--- src/rtl/mips_pipe_pkg.sv ---
// Shared pipeline definitions: control-bundle layout and register constants.
// Used by id_ex_stage and hazard_detect.
package mips_pipe_pkg;

    // Control bundle layout, MSB first:
    // RegWrite, MemRead, MemWrite, MemToReg, ALUSrc, RegDst, ALUOp[1:0], Branch
    localparam int CTRL_W        = 9;
    localparam int CTRL_BRANCH   = 0;
    localparam int CTRL_ALUOP0   = 1;
    localparam int CTRL_ALUOP1   = 2;
    localparam int CTRL_REGDST   = 3;
    localparam int CTRL_ALUSRC   = 4;
    localparam int CTRL_MEMTOREG = 5;
    localparam int CTRL_MEMWRITE = 6;
    localparam int CTRL_MEMREAD  = 7;
    localparam int CTRL_REGWRITE = 8;

    // $zero is hardwired and never a real dependency.
    localparam logic [4:0] REG_ZERO = 5'd0;

    typedef logic [CTRL_W-1:0] ctrl_t;

    // Writeback-to-decode bypass: take the value being written back when it
    // targets the register being read in this same cycle.
    function automatic logic [31:0] wb_select(
        input logic        wb_we,
        input logic [4:0]  wb_reg,
        input logic [31:0] wb_data,
        input logic [4:0]  rd_reg,
        input logic [31:0] rd_data
    );
        if (wb_we && (wb_reg != REG_ZERO) && (wb_reg == rd_reg))
            return wb_data;
        return rd_data;
    endfunction

endpackage

--- src/rtl/id_ex_stage_hazard_detect.sv ---
// hazard_detect: combinational load-use hazard compare between the load in
// EX and the instruction sitting in decode.
module hazard_detect
    import mips_pipe_pkg::*;
(
    input  logic       ex_valid,
    input  logic       ex_mem_read,
    input  logic [4:0] ex_rt,
    input  logic       id_valid,
    input  logic [4:0] id_rs,
    input  logic [4:0] id_rt,
    output logic       stall
);

    // A load whose destination is $zero never creates a dependency.
    always_comb begin
        stall = 1'b0;
        if (ex_valid && ex_mem_read && (ex_rt != REG_ZERO) && id_valid &&
            ((ex_rt == id_rs) || (ex_rt == id_rt)))
            stall = 1'b1;
    end

endmodule

--- src/rtl/id_ex_stage.sv ---
// id_ex_stage: ID/EX pipeline register with load-use stall, flush bubble and
// saturating stall counter.
// Optional macro ID_EX_WB_BYPASS_EN: forward the writeback write port into
// the registered operands when it targets IdRs/IdRt in the same cycle.
module id_ex_stage
    import mips_pipe_pkg::*;
#(
    parameter int STALL_CNT_W = 16
) (
    input  logic                   Clk,
    input  logic                   Reset,
    input  logic                   IdValid,
    input  logic [4:0]             IdRs,
    input  logic [4:0]             IdRt,
    input  logic [4:0]             IdRd,
    input  logic [31:0]            IdReadData1,
    input  logic [31:0]            IdReadData2,
    input  logic [31:0]            IdImm,
    input  logic [CTRL_W-1:0]      IdCtrl,
    input  logic                   Flush,
    input  logic                   WbRegWrite,
    input  logic [4:0]             WbWriteReg,
    input  logic [31:0]            WbWriteData,
    output logic                   ExValid,
    output logic [4:0]             ExRs,
    output logic [4:0]             ExRt,
    output logic [4:0]             ExDestReg,
    output logic [31:0]            ExData1,
    output logic [31:0]            ExData2,
    output logic [31:0]            ExImm,
    output logic [CTRL_W-1:0]      ExCtrl,
    output logic                   Stall,
    output logic [STALL_CNT_W-1:0] StallCount
);

    logic                   ex_valid_q,  ex_valid_d;
    logic [4:0]             ex_rs_q,     ex_rs_d;
    logic [4:0]             ex_rt_q,     ex_rt_d;
    logic [4:0]             ex_dest_q,   ex_dest_d;
    logic [31:0]            ex_data1_q,  ex_data1_d;
    logic [31:0]            ex_data2_q,  ex_data2_d;
    logic [31:0]            ex_imm_q,    ex_imm_d;
    ctrl_t                  ex_ctrl_q,   ex_ctrl_d;
    logic [STALL_CNT_W-1:0] stall_cnt_q, stall_cnt_d;

    logic        stall;
    logic [31:0] op1;
    logic [31:0] op2;

    hazard_detect u_hazard_detect (
        .ex_valid    (ex_valid_q),
        .ex_mem_read (ex_ctrl_q[CTRL_MEMREAD]),
        .ex_rt       (ex_rt_q),
        .id_valid    (IdValid),
        .id_rs       (IdRs),
        .id_rt       (IdRt),
        .stall       (stall)
    );

`ifdef ID_EX_WB_BYPASS_EN
    // Operand select with writeback bypass.
    always_comb begin
        op1 = wb_select(WbRegWrite, WbWriteReg, WbWriteData, IdRs, IdReadData1);
        op2 = wb_select(WbRegWrite, WbWriteReg, WbWriteData, IdRt, IdReadData2);
    end
`else
    logic unused_wb;
    assign unused_wb = ^{WbRegWrite, WbWriteReg, WbWriteData};

    // Operands pass straight from the register file.
    always_comb begin
        op1 = IdReadData1;
        op2 = IdReadData2;
    end
`endif

    // Next-state: bubble on flush, stall or empty decode; otherwise capture
    // the decoded instruction. A bubble keeps the data fields unchanged.
    always_comb begin
        ex_valid_d = 1'b0;
        ex_ctrl_d  = '0;
        ex_rs_d    = ex_rs_q;
        ex_rt_d    = ex_rt_q;
        ex_dest_d  = ex_dest_q;
        ex_data1_d = ex_data1_q;
        ex_data2_d = ex_data2_q;
        ex_imm_d   = ex_imm_q;
        if (!Flush && !stall && IdValid) begin
            ex_valid_d = 1'b1;
            ex_ctrl_d  = IdCtrl;
            ex_rs_d    = IdRs;
            ex_rt_d    = IdRt;
            ex_dest_d  = IdCtrl[CTRL_REGDST] ? IdRd : IdRt;
            ex_data1_d = op1;
            ex_data2_d = op2;
            ex_imm_d   = IdImm;
        end
    end

    // Stall counter: a flushed stall cycle is not counted; holds at all-ones.
    always_comb begin
        stall_cnt_d = stall_cnt_q;
        if (stall && !Flush && (stall_cnt_q != {STALL_CNT_W{1'b1}}))
            stall_cnt_d = stall_cnt_q + 1'b1;
    end

    // State registers; reset clears every field including data.
    always_ff @(posedge Clk) begin
        if (Reset) begin
            ex_valid_q  <= 1'b0;
            ex_ctrl_q   <= '0;
            ex_rs_q     <= '0;
            ex_rt_q     <= '0;
            ex_dest_q   <= '0;
            ex_data1_q  <= '0;
            ex_data2_q  <= '0;
            ex_imm_q    <= '0;
            stall_cnt_q <= '0;
        end else begin
            ex_valid_q  <= ex_valid_d;
            ex_ctrl_q   <= ex_ctrl_d;
            ex_rs_q     <= ex_rs_d;
            ex_rt_q     <= ex_rt_d;
            ex_dest_q   <= ex_dest_d;
            ex_data1_q  <= ex_data1_d;
            ex_data2_q  <= ex_data2_d;
            ex_imm_q    <= ex_imm_d;
            stall_cnt_q <= stall_cnt_d;
        end
    end

    assign ExValid    = ex_valid_q;
    assign ExCtrl     = ex_ctrl_q;
    assign ExRs       = ex_rs_q;
    assign ExRt       = ex_rt_q;
    assign ExDestReg  = ex_dest_q;
    assign ExData1    = ex_data1_q;
    assign ExData2    = ex_data2_q;
    assign ExImm      = ex_imm_q;
    assign Stall      = stall;
    assign StallCount = stall_cnt_q;

endmodule

--- config.mk ---
export PLATFORM = sky130hd
export DESIGN_NAME = id_ex_stage
export DESIGN_NICKNAME = d
export VERILOG_FILES = /design/src/rtl/mips_pipe_pkg.sv /design/src/rtl/id_ex_stage_hazard_detect.sv /design/src/rtl/id_ex_stage.sv
export SDC_FILE = /design/constraint.sdc
export NUM_CORES = 1
export LEC_CHECK = 0
export ABC_AREA = 0
export CELL_PAD_IN_SITES_DETAIL_PLACEMENT = 1
export CELL_PAD_IN_SITES_GLOBAL_PLACEMENT = 1
export CORE_MARGIN = 2
export CORE_UTILIZATION = 38
export CTS_BUF_LIST = sky130_fd_sc_hd__clkbuf_4 sky130_fd_sc_hd__clkbuf_8 sky130_fd_sc_hd__clkbuf_16
export DETAILED_ROUTE_END_ITERATION = 16
export DONT_BUFFER_PORTS = 1
export PLACE_DENSITY = 0.78
export REMOVE_ABC_BUFFERS = 1
export SLEW_MARGIN = 20
export SYNTH_ARGS = -nofsm -noshare
export SYNTH_HDL_FRONTEND = slang
export SYNTH_HIERARCHICAL = 1
export SYNTH_SLANG_ARGS = --single-unit
--- constraint.sdc ---
create_clock -name Clk -period 2.12 [get_ports Clk]
set_input_delay 0.212 -clock Clk [delete_from_list [all_inputs] [get_ports Clk]]
set_output_delay 0.212 -clock Clk [all_outputs]
set_load 0.05 [all_outputs]
==> impl_metrics.yaml <==
die:
  core-area_mm2: 0.0127
  die_y_um: 118
  floorplan.die_area_mm2: 0.0140
  initial_core_util: 0.391
  die_w_um: 118
  std_cell_rows: 41
  num_io_pins: 300
power_and_ir_drop:
  int_power_mw: 4.83
  p_total_mw: 6.76
  powerDensity_mw_per_mm2: 847
  clkPwrFrac: 0.442
  power.switching_fraction: 0.286
  seq_power_share: 0.462
  max-vdd-ir-drop_v: 0.000476
  total_leakage_power_nw: 3.06
  combinationalPowerShare: 0.096
  power.net_switching_mw: 1.93
synth:
  syn-instance-count: 613
  netlist-cell-type-count: 32
  commonest_cells_in_the_synthesized_netlist: "nand2_1 (219), dfxtp_1 (137), a21oi_1 (120)"
  synth_area_leader_cell: "dfxtp_1"
  synth.yosys.warnings: 6
  synth_enable_flop_cells: 0
  post-synth-top-area-fraction: 0.552
  proportion_of_synthesized_chip_area_in_sequential_cells: 0.552
  synthTopCellsByArea: "dfxtp_1 (55%), nand2_1 (17%), a21oi_1 (12%)"
  synth-seq-cells: 137
  synth.most_common_cell: "nand2_1"
  syn-mean-instance-area_um2: 8.11
  synth_top_flop_cell: "dfxtp_1"
  ys_async_sr_fraction: 0
  mappedNetlistArea_mm2: 0.00497
detailed_routing:
  post_drt_wl_per_cell_um: 26.1
  drt_first_iter_violations: 275
  drt_pre_antenna_iters: 5
  drc: 0
  vias_per_cell: 5.77
  drt.antenna.violating_nets: 0
  routed-via-count: 5006
  route.final.wire_length_mm: 22.7
clocking:
  htree_num_levels: 4
  worstSkewPairLatency_ns: 0.42
  cts.clk_slew.worst_paths_ns: 0.06
  number_of_buffers_created_by_cts: 17
  holdBufCountCts: 9
  cts_tree: "done"
  clock_tree.root_cell: "clkbuf_16"
  cts_sinks: 137
  ctsLongestPathBuffers: 2
sta:
  post-route-period-util: 1.15
  timing_worst_slew_pin_value_ns: 0.647
  setup_skew_after_layout_ns: 0.0120
  rsz0062_at_grt: "true"
  slew_headroom: 0.568
  final_period_minus_worst_setup_slack_ns: 2.45
  worst_hold_slack_ns: -0.137
  final_critical_path_setup_slack_ns: -0.327
  timing_hold_violations_final: 113
  final.setup.tns_ns: -19.98
  max_clock_freq_mhz: 409
  report.final.setup_viol: 138
  final-max-slew-violation-count: 0
layout:
  diodes: 0
  layout-drive-gt1-share: 0.468
  area_growth_pct: 60.6
  seq_area_mm2: 0.00275
  final.fill_count: 1354
  layout.core_utilization: 0.628
  multi_input_comb_area_mm2: 0.00313
  final_net_count: 846
worst_setup_path:
  r2r-end: "StallCount[11]$_SDFFE_PP0P_"
  cp.arrival_ns: 2.78
  critical_path.max_fanout: 5
  nature_of_the_critical_path_startpoint: "flop"
  rr_startpoint: "ExRt[2]$_SDFFE_PP0P_"
  timing_worst_setup_path_type: "flop to flop"
  timing.critical_path.to_type: "flop"
  r2r_slack_ns: -0.33
  cp.required_ns: 2.45
  path_depth_of_the_worst_reg2reg_path: 10
global_route:
  first_global_vias: 5121
  grt_use_total: 0.247
  grt_start_max_net_pins: 130
  antenna_violations_before_repair: 0
  globalRoute.totalOverflow: 0
  grt_pass1_wl_mm: 27.2
run:
  drv_cap: 0
place:
  routability_congestion_estimate: 0.883
  buffer_ports.inserted: 0
  dp_hpwl_mm: 10.9
hold_path:
  timing.hold.worst.class: "input port to flop"
  hold_depth: 1
  min-delay-start: "Reset"
  holdPathEnd: "StallCount[12]$_SDFFE_PP0P_"
status:
  status: "finished, violations left"
  violations: "negative hold slack, negative setup slack"
[cell usage in the layout, fill, tap and decap left out, drive strengths merged, types with 3 or more instances in the layout]
master / Yosys / final
xnor2: 4 / 4
a211oi: 5 / 5
nand2: 219 / 221
o21ai: 9 / 9
mux2i: 6 / 6
clkbuf: 36 / 37
clkinv: 0 / 7
nand4: 6 / 6
xor2: 7 / 7
a21oi: 120 / 120
or4: 5 / 5
o41ai: 3 / 4
nand3: 5 / 5
buf: 7 / 66
o31ai: 3 / 3
and3: 11 / 11
or3: 9 / 9
dlygate4sd3: 0 / 9
dfxtp: 137 / 137
nor2: 10 / 10
[what timing repair did]
action                     CTS  global route
pin swaps                   22            68
resized for setup           52           253
cloned                       7            25
setup buffers               12             5
hold endpoints to repair   137           128
setup endpoints to repair  130           137
[layout make-up]
| class | count | share of cell area |
|---|---|---|
| Clock buffer | 21 | 0.0594 |
| Clock inverter | 11 | 0.0152 |
| Inverter | 2 | 0.000940 |
| Multi-Input combinational cell | 434 | 0.392 |
| Sequential cell | 137 | 0.345 |
| Tap cell | 172 | 0.0270 |
| Timing Repair Buffer | 91 | 0.161 |
[power groups by stage]
stage | logic (mW) | registers [mW] | clock network, mW
after floorplan | 0.186 | 3.15 | 0
after global placement | 0.274 | 3.16 | 0
after detailed placement | 0.292 | 3.16 | 0
after CTS | 0.399 | 3.10 | 2.98
after global routing | 0.680 | 3.13 | 3.12
final | 0.649 | 3.12 | 2.99
[routing by layer]
| metal | wire length (um) | vias up | part of all wire | global-route usage |
|---|---|---|---|---|
| met5 | 0 | - | 0 | 0 |
| met1 | 8020 | 2462 | 0.35 | 0.249 |
| met2 | 11800 | 277 | 0.52 | 0.450 |
| met3 | 2240 | 65 | 0.099 | 0.101 |
| li1 | - | 2202 | - | - |
| met4 | 672 | 0 | 0.030 | 0.0975 |
[worst max-delay path, stage by stage, from the launching register on]
cell,delay [ns]
dfxtp_4,0.36
xor2_1,0.17
nor3_1,0.29
nand3_1,0.16
a21oi_2,0.19
buf_4,0.16
nor2b_4,0.17
o41ai_4,0.13
buf_4,0.19
or3_1,0.36
a21oi_1,0.19
[stage by stage]
step	std cells	area, um^2	setup WS, ns
after global placement	783	5410	-0.111
after floorplan	570	4810	-2.08
after global routing	868	7980	-0.388
final	868	7980	-0.327
after detailed placement	783	5410	-0.315
after CTS	843	6620	-0.0936
[worst max path at each step]
stage	from	to	slack [ns]	cells after the start
3_3_place_gp	ExRt[2]$_SDFFE_PP0P_	StallCount[14]$_SDFFE_PP0P_	-0.11	7
6_report	ExRt[2]$_SDFFE_PP0P_	StallCount[11]$_SDFFE_PP0P_	-0.33	10
4_1_cts	ExRt[2]$_SDFFE_PP0P_	ExData1[31]$_SDFFE_PP0P_	-0.09	11
5_1_grt	ExRt[2]$_SDFFE_PP0P_	StallCount[11]$_SDFFE_PP0P_	-0.39	10
3_5_place_dp	ExRt[2]$_SDFFE_PP0P_	StallCount[14]$_SDFFE_PP0P_	-0.31	8
2_1_floorplan	ExRt[2]$_SDFFE_PP0P_	ExDestReg[0]$_SDFFE_PP0P_	-2.08	6
[logic make-up after synthesis]
group	count (synthesis)	synth area share
XOR/XNOR	11	0.0194
AO/OA/AOI/OAI	142	0.151
buffers and inverters	45	0.0347
AND/OR/NAND/NOR	271	0.229
adder cells (fa/ha/maj)	1	0.00252
flip-flops	137	0.552
multiplexers	6	0.0121
[sequential cells by signal, summed over array words and instances (netlist names)]
| signal | count |
|---|---|
| ExData1 | 32 |
| ExData2 | 32 |
| ExImm | 32 |
| StallCount | 16 |
| ExCtrl | 9 |
| ExDestReg | 5 |
| ExRs | 5 |
| ExRt | 5 |
| ExValid | 1 |
(Power assumes the default switching activity.)
